File: src/rtl/application_selector_cpu_oci_pkg.sv
// rtl/application_selector_cpu_oci_pkg.sv - shared constants and state encoding for the OCI trace packer
package application_selector_cpu_oci_pkg;

    localparam int DCT_FRAME_W         = 2;
    localparam int DCT_FRAMES_PER_WORD = 15;
    localparam int DCT_CNT_W           = 4;
    localparam int DCT_WORD_W          = DCT_FRAME_W * DCT_FRAMES_PER_WORD;

    typedef enum logic [1:0] {
        ST_IDLE  = 2'd0,
        ST_RUN   = 2'd1,
        ST_FLUSH = 2'd2,
        ST_ENDED = 2'd3
    } dct_state_e;

    // True when the accumulator holds a complete word worth of frames
    function automatic logic dct_word_full(input logic [DCT_CNT_W-1:0] cnt);
        return cnt == DCT_CNT_W'(DCT_FRAMES_PER_WORD);
    endfunction

endpackage

File: src/rtl/application_selector_cpu_oci_dct_accum.sv
// rtl/application_selector_cpu_oci_dct_accum.sv - frame shift accumulator feeding the dct output word
module application_selector_cpu_oci_dct_accum
    import application_selector_cpu_oci_pkg::*;
(
    input  logic                   clk,
    input  logic                   reset_n,
    input  logic                   accept,
    input  logic                   transfer,
    input  logic [DCT_FRAME_W-1:0] frame_data,
    output logic [DCT_WORD_W-1:0]  acc_buf,
    output logic [DCT_CNT_W-1:0]   acc_cnt
);

    // Shift in accepted frames; a transfer empties the accumulator, and a frame
    // accepted on the same edge becomes the first frame of the next word
    always_ff @(posedge clk) begin
        if (!reset_n) begin
            acc_buf <= '0;
            acc_cnt <= '0;
        end else if (transfer && accept) begin
            acc_buf <= {{(DCT_WORD_W-DCT_FRAME_W){1'b0}}, frame_data};
            acc_cnt <= DCT_CNT_W'(1);
        end else if (transfer) begin
            acc_buf <= '0;
            acc_cnt <= '0;
        end else if (accept) begin
            acc_buf <= {acc_buf[DCT_WORD_W-DCT_FRAME_W-1:0], frame_data};
            acc_cnt <= acc_cnt + DCT_CNT_W'(1);
        end
    end

endmodule

File: src/rtl/application_selector_cpu_oci_dct_packer.sv
// rtl/application_selector_cpu_oci_dct_packer.sv - packs 2-bit trace frames into 30-bit dct_buffer words
module application_selector_cpu_oci_dct_packer
    import application_selector_cpu_oci_pkg::*;
#(
    parameter int FRAME_W         = DCT_FRAME_W,
    parameter int FRAMES_PER_WORD = DCT_FRAMES_PER_WORD
) (
    input  logic                               clk,
    input  logic                               reset_n,
    input  logic                               trc_on,
    input  logic                               frame_valid,
    input  logic [FRAME_W-1:0]                 frame_data,
    output logic                               frame_ready,
    input  logic                               stop_req,
    output logic [FRAME_W*FRAMES_PER_WORD-1:0] dct_buffer,
    output logic [DCT_CNT_W-1:0]               dct_count,
    output logic                               dct_valid,
    input  logic                               dct_ready,
    output logic                               test_ending,
    output logic                               test_has_ended
);

    dct_state_e            state;
    dct_state_e            state_nxt;
    logic [DCT_WORD_W-1:0] acc_buf;
    logic [DCT_CNT_W-1:0]  acc_cnt;
    logic                  xfer_ok;
    logic                  acc_full;
    logic                  accept;
    logic                  transfer;

    assign xfer_ok  = !dct_valid || dct_ready;
    assign acc_full = dct_word_full(acc_cnt);
    assign accept   = frame_valid && frame_ready;

    application_selector_cpu_oci_dct_accum u_accum (
        .clk        (clk),
        .reset_n    (reset_n),
        .accept     (accept),
        .transfer   (transfer),
        .frame_data (frame_data),
        .acc_buf    (acc_buf),
        .acc_cnt    (acc_cnt)
    );

    // State register
    always_ff @(posedge clk) begin
        if (!reset_n) begin
            state <= ST_IDLE;
        end else begin
            state <= state_nxt;
        end
    end

    // Next state, frame handshake and accumulator-to-output transfer decision
    always_comb begin
        state_nxt      = state;
        frame_ready    = 1'b0;
        transfer       = 1'b0;
        test_ending    = 1'b0;
        test_has_ended = 1'b0;
        case (state)
            ST_IDLE: begin
                if (trc_on) begin
                    state_nxt = ST_RUN;
                end
            end
            ST_RUN: begin
                // A full accumulator can still take a frame if its word leaves this cycle
                frame_ready = !acc_full || xfer_ok;
                transfer    = acc_full && xfer_ok;
                if (stop_req || !trc_on) begin
                    state_nxt = ST_FLUSH;
                end
            end
            ST_FLUSH: begin
                test_ending = 1'b1;
                transfer    = (acc_cnt != '0) && xfer_ok;
                if ((acc_cnt == '0) && !dct_valid) begin
                    state_nxt = ST_ENDED;
                end
            end
            ST_ENDED: begin
                test_has_ended = 1'b1;
                if (!trc_on) begin
                    state_nxt = ST_IDLE;
                end
            end
            default: begin
                state_nxt = ST_IDLE;
            end
        endcase
    end

    // Output word register: load on transfer, hold until consumed
    always_ff @(posedge clk) begin
        if (!reset_n) begin
            dct_buffer <= '0;
            dct_count  <= '0;
            dct_valid  <= 1'b0;
        end else if (transfer) begin
            dct_buffer <= acc_buf;
            dct_count  <= acc_cnt;
            dct_valid  <= 1'b1;
        end else if (dct_valid && dct_ready) begin
            dct_valid  <= 1'b0;
        end
    end

endmodule

File: config.mk
export PLATFORM = sky130hd
export DESIGN_NAME = application_selector_cpu_oci_dct_packer
export DESIGN_NICKNAME = d
export VERILOG_FILES = /design/src/rtl/application_selector_cpu_oci_pkg.sv /design/src/rtl/application_selector_cpu_oci_dct_accum.sv /design/src/rtl/application_selector_cpu_oci_dct_packer.sv
export SDC_FILE = /design/constraint.sdc
export NUM_CORES = 1
export LEC_CHECK = 0
export CAP_MARGIN = 20
export CORE_MARGIN = 2
export CORE_UTILIZATION = 57
export CTS_CLUSTER_DIAMETER = 150
export DETAILED_ROUTE_END_ITERATION = 6
export GPL_ROUTABILITY_DRIVEN = 0
export GPL_TIMING_DRIVEN = 0
export HOLD_SLACK_MARGIN = 0.05
export PLACE_DENSITY = 0.94
export SYNTH_ARGS = -nofsm -noshare
export SYNTH_HDL_FRONTEND = slang
export SYNTH_SLANG_ARGS = --single-unit
File: constraint.sdc
create_clock -name clk -period 2.8 [get_ports clk]
set_input_delay 0.56 -clock clk [delete_from_list [all_inputs] [get_ports clk]]
set_output_delay 0.56 -clock clk [all_outputs]
set_load 0.01 [all_outputs]
==> flow_summary.ini <==
[timing]
final-setup-viol-count = 0
finalClockSkew_ns = 0.00934
tns_ns = 0
slew_violations = 0
final_hold_viol_count = 0
post-route-period-util = 0.920
hold-worst-slack_ns = 0.471
fmaxAchievable_ghz = 0.388
rsz0062_at_grt = no
post-route-min-period_ns = 2.58
worst-slew-pin-transition_ns = 0.511
layout_setup_ws_ns = 0.225
max-slew-margin-rel = 0.660

[final_layout]
multi_input_area_um2 = 1320
final_nets = 413
n_antenna_cell = 0
syn2layout_area_growth_pct = 25.4
n_fill_cell = 358
fin_util = 0.752
seqCellArea_um2 = 1420
final_area_um2 = 3620
layout-drive-gt1-share = 0.0817
fin_cells = 471

[drt]
wirelength_mm = 6.83
drc = 0
vias_per_cell = 5.68
drt_iter0_markers = 186
dr.pass1.iters = 4
wl_per_cell_um = 14.5
vias = 2675
ant_nets = 0

[global_route]
grt_pass1_wl_mm = 10.9
overflow = 0
track_usage = 0.255
grt_start_max_net_pins = 12
antenna_found_initial = 0
grt_pass1_vias = 2468

[place]
dp.cells = 455
placed_area_um2 = 3410
dp_hpwl_mm = 4.39
post-place-ws_ns = 0.277
numPortBuffers = 44

[synth]
synthXorXnorAreaFrac = 0.00303
synth_fa_ha_area_frac = 0.0260
synth_top_family_by_area = compound AO/OA/AOI/OAI gates
syn_nets = 358
yosys.area_share.simple = 0.181
yosysWarnings = 0
synth_mux_area_frac = 0.00693
syn_inst = 344
synth-seq-cells = 71
synth_seq_area_share = 0.492
synth_compound_area_frac = 0.239
synth.avg_cell_area_um2 = 8.40
yosysUniqueCellTypes = 32
synthesis.area_um2 = 2890

[floorplanning]
start_util = 0.600
dieArea_um2 = 5660
fp-row-count = 25
fp.dieH_um = 75.2
ioPinCount = 46
coreArea_um2 = 4820
dieWidth_um = 75.2

[critical_path]
worstSetupPathType = input port to output port
critPathLaunch = dct_ready
crit_slowest_cell = clkdlybuf4s50_1
cp.arrival_ns = 2.02
path_max_fanout = 5
ff2ff_setup_slack_ns = 0.80
reg2regPathDepth = 7
crit_path_end = frame_ready
cp_cell_sequence = clkdlybuf4s50_1 > nand4b_1 > o21a_1 > clkdlybuf4s50_1
required_ns = 2.24
crit_top_cell = clkdlybuf4s50_1
max_stage_delay_ns = 0.48
r2r_end = dct_buffer[11]
timing.rr.start = state[0]
endpoint_kind = output port
critPathLaunchType = input port

[pwr]
p_leak_nw = 1.22
ir_drop_mv = 0.614
cellPowerDensity_nw_per_um2 = 623
power_mw = 2.26

[clock_tree]
clock_latency_ns = 0.35
root_buffer = clkbuf_8
hold_buffers = 0
cts_tree = built
cts_sinks = 71
numCtsBuffers = 9
post_cts_buffers = 0
clockBufferDepth = 2
h-tree-depth = 3
cts_resized = 0
path_clk_slew_ns = 0.07

[run]
maxCapViolCount = 0

[worst_hold_path]
hold_path_class = flip-flop to flip-flop

[outcome]
outcome = finished clean
==> how the worst min path moves through the flow <==
stage | endpoint | cells after the start | start
global placement | u_accum.acc_buf[27] | 2 | u_accum.acc_buf[25]
detailed placement | u_accum.acc_buf[13] | 2 | u_accum.acc_buf[11]
global route | u_accum.acc_buf[13] | 2 | u_accum.acc_buf[11]
floorplan | u_accum.acc_buf[28] | 2 | u_accum.acc_buf[28]
finish | u_accum.acc_buf[9] | 2 | u_accum.acc_buf[7]
CTS | u_accum.acc_buf[13] | 2 | u_accum.acc_buf[11]
==> sequential cells by signal, indices dropped and copies added, names as in the netlist <==
| register | cells |
|---|---|
| dct_buffer | 30 |
| u_accum.acc_buf | 30 |
| dct_count | 4 |
| u_accum.acc_cnt | 4 |
| state | 2 |
| dct_valid | 1 |
==> cell usage in the layout, fill, tap and decap left out <==
cell type and instances:
nor2_1 3, clkbuf_1 16, clkinvlp_4 1, xor2_1 1, a21boi_1 7, inv_2 1
dfxtp_1 71, buf_2 11, bufinv_16 1, a21oi_4 1, o21bai_1 1, o21ai_0 39
o31a_1 1, or4b_1 1, a21oi_1 31, ha_1 6, buf_4 3, and2_1 1
o21ba_2 1, o21a_1 2, nand3_2 1, nand2b_1 2, mux2i_1 2, and3_1 2
clkdlybuf4s50_1 44, inv_1 5, nand2b_4 1, nand3_1 36, clkbuf_8 12, o21ai_1 1
nand4b_1 1, or3_1 1, nand2_1 67, a21boi_0 27, a21o_1 2, a31oi_1 1
==> kinds of logic (layout without fill, tap and decap cells) <==
logic type / count (synthesis) / count (layout)
AND/OR/NAND/NOR: 116 / 116
XOR/XNOR: 1 / 1
multiplexers: 2 / 2
adder cells (fa/ha/maj): 6 / 6
buffers and inverters: 34 / 94
AO/OA/AOI/OAI: 114 / 114
flip-flops: 71 / 71
==> routing by layer <==
layer,track usage,wire length (um)
met2,0.422,3210
met5,0,0
met3,0.0482,444
met1,0.315,3030
met4,0.135,150
==> cell type report <==
type / count / area share
inverter: 6 / 0.00621
tap: 67 / 0.0231
timing repair buffer: 44 / 0.122
clock buffer: 14 / 0.0476
buffer: 28 / 0.0359
sequential: 71 / 0.392
clock inverter: 2 / 0.0104
multi-input combinational: 239 / 0.363
==> critical path: cells and delay by family <==
| family | cells | cell delay (ns) |
|---|---|---|
| compound gates | 1 | 0.26 |
| simple gates | 1 | 0.30 |
| buf+inv | 2 | 0.90 |
==> synth_stat cells <==
library cell   n  area (um2)
a21oi_1       31         155
xor2_1         1        8.76
nand2b_1       2        12.5
nor2_1         3        11.3
clkbuf_1      14        52.6
or4b_1         1        10.0
o21ba_2        1        10.0
o21ai_0       39         195
a21o_1         2        15.0
a21boi_0      27         203
inv_2          1        3.75
mux2i_1        2        20.0
buf_4          3        22.5
or3_1          1        6.26
inv_1          5        18.8
a21oi_4        1        16.3
o21bai_1       1        7.51
nand3_1       36         180
a21boi_1       7        52.6
nand2_1       67         251
o21ai_1        1        5.00
nand2b_4       1        13.8
buf_2         11        55.1
a31oi_1        1        6.26
o21a_1         2        15.0
ha_1           6        75.1
and2_1         1        6.26
nand3_2        1        10.0
dfxtp_1       71        1420
o31a_1         1        8.76
nand4b_1       1        8.76
and3_1         2        12.5
==> power by group <==
part | internal, mW | switching (mW) | leakage [nW]
registers | 1.03 | 0.0192 | 0.572
clock network | 0.486 | 0.378 | 0.103
logic | 0.122 | 0.225 | 0.548
Note: power is estimated with default switching activity, not from simulation.
